<file path="config.mk">
export PLATFORM = sky130hd
export DESIGN_NAME = sort_engine
export DESIGN_NICKNAME = d
export VERILOG_FILES = /design/src/rtl/sort_engine.sv
export SDC_FILE = /design/constraint.sdc
export NUM_CORES = 2
export LEC_CHECK = 0
export BUFFER_PORTS_ARGS = -buffer_cell sky130_fd_sc_hd__clkbuf_2
export CAP_MARGIN = 20
export CORE_MARGIN = 2
export CORE_UTILIZATION = 35
export DETAILED_ROUTE_END_ITERATION = 12
export SETUP_SLACK_MARGIN = 0.2
export SLEW_MARGIN = 20
export SYNTH_ARGS = -nofsm -noshare
export SYNTH_HDL_FRONTEND = slang
export SYNTH_SLANG_ARGS = --single-unit
export TNS_END_PERCENT = 30
</file>
<file path="constraint.sdc">
create_clock -name clk -period 3.9 [get_ports clk]
set_input_delay 0.195 -clock clk [delete_from_list [all_inputs] [get_ports clk]]
set_output_delay 0.195 -clock clk [all_outputs]
set_load 0.01 [all_outputs]
</file>
<file path="src/rtl/sort_engine.sv">
// Streaming frame sorter: captures up to DEPTH words, sorts them with an
// odd-even transposition network (one pass per cycle), then streams them out.
module sort_engine #(
  parameter int DATA_W = 32,
  parameter int DEPTH  = 10,
  localparam int CNT_W = $clog2(DEPTH + 1)
) (
  input  logic              clk,
  input  logic              rst,
  input  logic              ap_start,
  input  logic              descend,
  output logic              ap_idle,
  output logic              ap_done,
  input  logic              ss_tvalid,
  input  logic [DATA_W-1:0] ss_tdata,
  input  logic              ss_tlast,
  output logic              ss_tready,
  output logic              sm_tvalid,
  output logic [DATA_W-1:0] sm_tdata,
  output logic              sm_tlast,
  input  logic              sm_tready,
  output logic [CNT_W-1:0]  frame_len
);

  typedef enum logic [1:0] {S_IDLE, S_READ, S_SORT, S_OUT} state_t;

  state_t             state_q, state_d;
  logic               mode_q, mode_d;
  logic [CNT_W-1:0]   count_q, count_d;
  logic [CNT_W-1:0]   pass_q, pass_d;
  logic [CNT_W-1:0]   idx_q, idx_d;
  logic               done_q, done_d;
  logic [DATA_W-1:0]  arr_q [DEPTH];
  logic [DATA_W-1:0]  arr_d [DEPTH];
  logic [DATA_W-1:0]  sorted_w [DEPTH];
  logic [DEPTH-2:0]   swap_w;

  logic in_hs, in_end, out_hs, out_end, last_pass;

  assign in_hs     = (state_q == S_READ) && ss_tvalid;
  assign in_end    = in_hs && (ss_tlast || (count_q == CNT_W'(DEPTH - 1)));
  assign out_hs    = (state_q == S_OUT) && sm_tready;
  assign out_end   = out_hs && (idx_q == count_q - CNT_W'(1));
  assign last_pass = (pass_q == CNT_W'(DEPTH - 1));

  // Even passes compare pairs starting at even indices, odd passes at odd ones.
  genvar gi;
  generate
    for (gi = 0; gi < DEPTH - 1; gi++) begin : g_pair
      localparam logic ODD = ((gi % 2) == 1);
      assign swap_w[gi] = (pass_q[0] == ODD) &&
                          (mode_q ? (arr_q[gi] < arr_q[gi+1])
                                  : (arr_q[gi] > arr_q[gi+1]));
    end

    // Active pairs are disjoint, so each cell takes at most one neighbour.
    for (gi = 0; gi < DEPTH; gi++) begin : g_cell
      if (gi == 0) begin : g_first
        assign sorted_w[gi] = swap_w[0] ? arr_q[1] : arr_q[0];
      end else if (gi == DEPTH - 1) begin : g_last
        assign sorted_w[gi] = swap_w[gi-1] ? arr_q[gi-1] : arr_q[gi];
      end else begin : g_mid
        assign sorted_w[gi] = swap_w[gi-1] ? arr_q[gi-1] :
                              (swap_w[gi] ? arr_q[gi+1] : arr_q[gi]);
      end
    end
  endgenerate

  always_ff @(posedge clk) begin
    if (rst) begin
      state_q <= S_IDLE;
      mode_q  <= 1'b0;
      count_q <= '0;
      pass_q  <= '0;
      idx_q   <= '0;
      done_q  <= 1'b0;
      for (int i = 0; i < DEPTH; i++) arr_q[i] <= '0;
    end else begin
      state_q <= state_d;
      mode_q  <= mode_d;
      count_q <= count_d;
      pass_q  <= pass_d;
      idx_q   <= idx_d;
      done_q  <= done_d;
      for (int i = 0; i < DEPTH; i++) arr_q[i] <= arr_d[i];
    end
  end

  always_comb begin
    state_d = state_q;
    case (state_q)
      S_IDLE: if (ap_start)  state_d = S_READ;
      S_READ: if (in_end)    state_d = S_SORT;
      S_SORT: if (last_pass) state_d = S_OUT;
      S_OUT:  if (out_end)   state_d = S_IDLE;
      default:               state_d = S_IDLE;
    endcase
  end

  always_comb begin
    mode_d  = mode_q;
    count_d = count_q;
    pass_d  = pass_q;
    idx_d   = idx_q;
    done_d  = 1'b0;
    for (int i = 0; i < DEPTH; i++) arr_d[i] = arr_q[i];
    case (state_q)
      S_IDLE: begin
        if (ap_start) begin
          mode_d  = descend;
          count_d = '0;
          pass_d  = '0;
          // Pre-fill with a pad that sorts to the tail; READ overwrites the head.
          for (int i = 0; i < DEPTH; i++) arr_d[i] = descend ? '0 : '1;
        end
      end
      S_READ: begin
        if (in_hs) begin
          for (int i = 0; i < DEPTH; i++)
            if (count_q == CNT_W'(i)) arr_d[i] = ss_tdata;
          count_d = count_q + CNT_W'(1);
          pass_d  = '0;
        end
      end
      S_SORT: begin
        for (int i = 0; i < DEPTH; i++) arr_d[i] = sorted_w[i];
        pass_d = pass_q + CNT_W'(1);
        idx_d  = '0;
      end
      S_OUT: begin
        if (out_end)     done_d = 1'b1;
        else if (out_hs) idx_d  = idx_q + CNT_W'(1);
      end
      default: ;
    endcase
  end

  always_comb begin
    ap_idle   = (state_q == S_IDLE);
    ap_done   = done_q;
    ss_tready = (state_q == S_READ);
    sm_tvalid = (state_q == S_OUT);
    sm_tlast  = (state_q == S_OUT) && (idx_q == count_q - CNT_W'(1));
    frame_len = count_q;
    sm_tdata  = '0;
    if (state_q == S_OUT) begin
      for (int i = 0; i < DEPTH; i++)
        if (idx_q == CNT_W'(i)) sm_tdata = arr_q[i];
    end
  end

endmodule

</file>
* After elaboration in Yosys (flattened, before gate mapping)
Memory sizes are Yosys's and may differ from the RTL's.
Index checks and enable logic that the tools add are counted.
** Operators by class
- $add $sub $neg :: 4
- Order comparisons :: 18
- Equality and inequality tests :: 30
- Mux-type cells :: 79
- Bitwise gates (word level) :: 12
- Reductions and logical operators :: 27
** Operators by type and width (count)
- 32-bit two-way mux :: 50
- 320-bit case mux with 3 select lines :: 1
- 320-bit two-way mux :: 2
- 32-bit > comparator :: 9
- 32-bit < comparator :: 9
- 4-bit by 3-bit equality test with 1-bit output (second input constant) :: 8
- 4-bit equality test (second input constant) :: 5
- 4-bit two-way mux :: 5
- 4-bit by 2-bit equality test with 1-bit output (second input constant) :: 4
- 4-bit case mux with 2 select lines :: 2
- 1-bit logical AND :: 14
- 1-bit two-way mux :: 13
- 4-bit by 1-bit adder with 4-bit output (second input constant) :: 3
- 4-bit case mux with 3 select lines :: 1
- 1-bit OR :: 10
- 3-bit AND reduction :: 3
- 4-bit by 1-bit equality test with 1-bit output (second input constant) :: 2
- 4-bit zero test :: 2
- 2-bit two-way mux :: 4
- 2-bit by 1-bit != test with 1-bit output (second input constant) :: 4
- 2-bit case mux with 4 select lines :: 1
- 2-bit != test (second input constant) :: 3
- 2-bit equality test (second input constant) :: 2
- 4-bit equality test :: 1
- other kinds (10) :: 12
** Word-level totals
- Register bits :: 16
- RAM bits :: 320
- Input port bits :: 39
- Word-level logic and storage cells :: 177
- Memories kept :: 1
** Memory list
- arr_q :: words 10, bits a word 32, rd ports 10, clocked after memory_dff 0, wr ports 10, line 33 : logic [DATA_W-1:0] arr_q [DEPTH];

* Logic depth before layout (Yosys ltp)
- Depth in word-level cells :: 12
- Depth in mapped cells :: 13
- Depth with buffers taken out :: 11

* Least setup slack after synthesis
No wires, ideal clock.
- Path type :: flip-flop to flip-flop
- Start :: memory arr_q[3][9]
- End :: memory arr_q[3][10]
- Library setup time :: 71 ps
- Arrival time :: 3138 ps
- Data required time :: 3829 ps
- Setup slack :: 692 ps
- Stages on the path, launching flop included :: 13
- Clock period less this slack :: 3208 ps
- Cell sequence :: dfxtp_1 -> inv_1 -> ha_1 -> a21o_1 -> nand3_1 -> a21oi_1 -> or4_1 -> a21oi_1 -> mux2i_1 -> a22oi_1 -> a21oi_1 -> buf_2 -> o2bb2ai_1
** RTL lines (line)
- start, declared :: 33

* Worst setup path in the final report
- Start :: register idx_q[0]
- End :: output port sm_tdata[0]
** Between the ends
- Longest elaborated chain between the ends :: 12
** Ends and longest elaborated chain
- start, declared :: line 31 : logic [CNT_W-1:0] idx_q, idx_d;
- start signal, assigned :: line 83 : idx_q <= idx_d;
- 4-bit zero test :: line 148 : if (idx_q == CNT_W'(i)) sm_tdata = arr_q[i];
- 32-bit two-way mux (9 in a row) :: line 148
- 32-bit two-way mux (*) :: line 148
- 32-bit two-way mux (*) :: line 146 : if (state_q == S_OUT) begin
- end, declared :: line 19 : output logic [DATA_W-1:0] sm_tdata,
Mark *: on every way between the ends. The rest lies on a longest branch, timed or not.

==> results.md <==
* Clock buffer count from CTS at between 40 and 50
* Max-slew violations at 0
* Vias in the first global route at roughly 25,000
* Peak supply drop at about 0.001 V
* CTS max path bufs at 3
* FMAX at approximately 270 MHz
* NetSw at approximately 16 mW
* Gpl congestion at slightly above 0.9
* Synth Cell Area at between 20,000 and 30,000 um^2
* Relative slew slack at between 30% and 40%
* Clock transition at path regs at 0.06 ns
* RSZ-0062 raised after global routing: yes
* Yosys top cell by area: dfxtp_1
* Overall routed net length at around 98 mm
* Vias/cell at about 6
* EDFF count, synth at 0
* WL/cell at about 22 um
* Cell-internal power at ~15 mW
* Ys flop type: dfxtp_1
* Critical Path Fanout Max at 8
* Comb power frac at about two thirds
* # DRC at 0
* Fin Setup TNS at 0 ns
* Initial Util at between 30% and 40%
* Worst Skew at approximately 0.024 ns
* Largest net degree at the start of global routing at between 90 and 100
* Sink Count at 336
* FFs w/ async S/R, synth at 0%
* Status: finished, final reports clean
* Critical path arrival at about 3.5 ns
* Yosys reg bits at roughly 340
* IO Pins at 80
* Total congestion overflow at 0
* Netlist cell types at 65
* First-pass GRT wire length at between 150 and 200 mm
* Worst-Skew Late Latency at just under 0.6 ns
* Setup CP Type: reg -> out
* Overall power at 31.5 mW
* R2R Setup Slk at between 0.2 and 0.3 ns
* Gate Count Post-Synth at ~3,500
* CP endpoint kind: output pin
* Port-buffer cells at 79
* DR iter-0 viols at 2,825
* Worst-Margin Slew at ~0.94 ns
* Antenna diode count at 0
* Syn. warnings at 0
* CTS root buf: clkbuf_16
* Avg Cell Area, Syn at 7.62 um^2
* Pwr/cell area at ~1000 nW/um^2
* Crit path launch type: flip-flop
* DP HPWL at between 70 and 80 mm
* Hold Crit Class: in -> reg
* Period utilization at between 90% and 100%
* Final ANT Viol Nets at 0
* Leak pwr at about 12 nW
* Sequential share of power at about a fifth
* Initial antenna violation count at 3
* Sw Ratio at a little over half
* All-layer global routing usage at 24.2%
* Ratio of cells with drive above 1 in the final layout at between 10% and 20%
* Core Area at 75,600 um^2
* Finish-stage setup viols at 0
* Yosys top cell area share at 25.3%
* Via count at 27,225
* Final hold violation count at 0
* WP data required at approximately 3.7 ns
* Clock share of power at 13.3%
* Nets at around 3,900
* Area contributors post-synth: dfxtp_1, ha_1, a21oi_1, inv_1, nand2_1
* CTS tree: done
* Die Wd at ~280 um
* Max-Cap Viols at 0
* Die Ht at roughly 280 um
* Drt pass-1 iters at 8
* Period minus WS final at about 3.7 ns
* DIE AREA at 78,200 um^2
* Area grow syn2layout at 15.3%
* Htree depth at 2
* Syn_nets at between 3,000 and 4,000
* Row count at 101
* Sequential share of the synthesized area at 25.3%
area by class of cell:
| cell class | instances | area, um^2 |
|---|---|---|
| fillers | 7597 | 44900 |
| repair buffers | 246 | 2050 |
| flip-flops and latches | 336 | 6730 |
| multi-input cells | 2542 | 17900 |
| clock inverters | 12 | 143 |
| well taps | 978 | 1220 |
| inverters | 345 | 1290 |
| clock buffers | 68 | 1290 |
final timing paths:
path	from	end	cells past startpoint
worst max-delay path	idx_q[0]$_SDFFE_PP0P_	sm_tdata[0]	14
worst max register to register	arr_q[7][25]$_SDFFE_PP0P_	arr_q[7][25]$_SDFFE_PP0P_	12
worst min register to register	arr_q[9][20]$_SDFFE_PP0P_	arr_q[9][20]$_SDFFE_PP0P_	2
worst min-delay path	rst	pass_q[2]$_SDFFE_PP0P_	2
state kept, by name (all words and copies together), names as in the netlist:
register   flops
arr_q        320
frame_len      4
idx_q          4
pass_q         4
state_q        2
ap_done        1
mode_q         1
what timing repair did:
item / 4_1_cts / 5_1_grt
cloned: 0 / 3
pin swaps: 0 / 12
hold endpoints to repair: 2 / 0
setup endpoints to repair: 26 / 146
buffers inserted: 0 / 4
gates resized for setup: 7 / 38
hold buffers: 3 / 0
power by group through the flow:
stage	combinational (mW)	clock (mW)	sequential [mW]
3_5_place_dp	20.0	0	6.70
5_1_grt	22.7	4.40	6.93
2_1_floorplan	13.3	0	6.32
4_1_cts	20.1	4.24	6.64
6_report	20.6	4.20	6.71
3_3_place_gp	19.7	0	6.66
layer usage:
layer / track usage, % / wire, um / share of wire [%]
met3: 4.15 / 8350 / 8.5
met4: 7.32 / 3190 / 3.2
met2: 35.1 / 40800 / 41
met5: 0 / 13 / 0.013
met1: 36.2 / 46200 / 47
critical path: stages (launching register included):
cell and delay (ns):
dfxtp_1 0.31, buf_4 0.16, ha_4 0.17, nor4b_4 0.34
buf_4 0.22, clkbuf_16 0.18, a22oi_1 0.09, nand2_1 0.08
o211ai_1 0.20, a311oi_2 0.49, a21oi_1 0.10, nand2_1 0.08
o21ai_0 0.09, a21oi_1 0.22, clkbuf_2 0.18
stage by stage:
| step | hold WS (ns) | instances | area [um^2] | setup slack [ns] | utilization [%] |
|---|---|---|---|---|---|
| floorplan | 0.343 | 3493 | 26600 | 0.692 | - |
| CTS | 0.0573 | 4520 | 30400 | 0.158 | 40.2 |
| finish | 0.0798 | 4527 | 30700 | 0.220 | 40.6 |
| global placement | 0.456 | 4437 | 28900 | 0.277 | 38.3 |
| global route | 0.0925 | 4527 | 30700 | 0.0975 | 40.6 |
| detailed placement | 0.463 | 4437 | 28900 | 0.237 | 38.3 |
cells by family after synthesis:
| logic type | Yosys count | synth area share, % |
|---|---|---|
| compound gates | 1257 | 33.6 |
| simple gates | 931 | 16.2 |
| buf+inv | 615 | 8.77 |
| flops | 336 | 25.3 |
| fa+ha+maj | 302 | 14.2 |
| mux | 43 | 1.64 |
| xor+xnor | 9 | 0.296 |
cell usage after synthesis (all sizes together), types with 12 or more instances:
cell / n
o21ai: 137
nand2b: 33
mux2i: 41
a22o: 64
nor3b: 35
o21a: 13
a21oi: 375
clkbuf: 219
or3: 38
inv: 345
buf: 51
a211oi: 54
o211ai: 51
a311oi: 94
a221o: 34
nor2: 231
nor2b: 20
ha: 302
a31oi: 25
a22oi: 72
o2111a: 32
nand2: 323
a21o: 40
o2bb2ai: 96
nand4: 57
nor3: 77
nor4: 12
o32a: 32
dfxtp: 336
o221ai: 30
nand3: 83
a221oi: 71
cells in the final DEF, fill, tap and decap left out, types with 33 or more instances in the layout:
cell,Yosys,layout
a21oi_1,375,369
inv_1,345,343
dfxtp_1,336,332
nand2_1,323,320
ha_1,302,297
nor2_1,231,227
buf_4,0,132
o21ai_0,132,131
o2bb2ai_1,96,96
nand3_1,83,83
nor3_1,77,77
clkbuf_2,0,76
a311oi_1,93,75
a22oi_1,72,72
a221oi_1,70,70
a22o_1,64,64
nand4_1,57,57
a211oi_1,52,52
o211ai_1,51,51
clkbuf_16,0,47
a21o_1,40,40
or3_1,38,38
mux2i_1,40,38
nor3b_1,35,34
a221o_1,34,34
nand2b_1,33,33
Note: power is estimated with default switching activity, not from simulation.
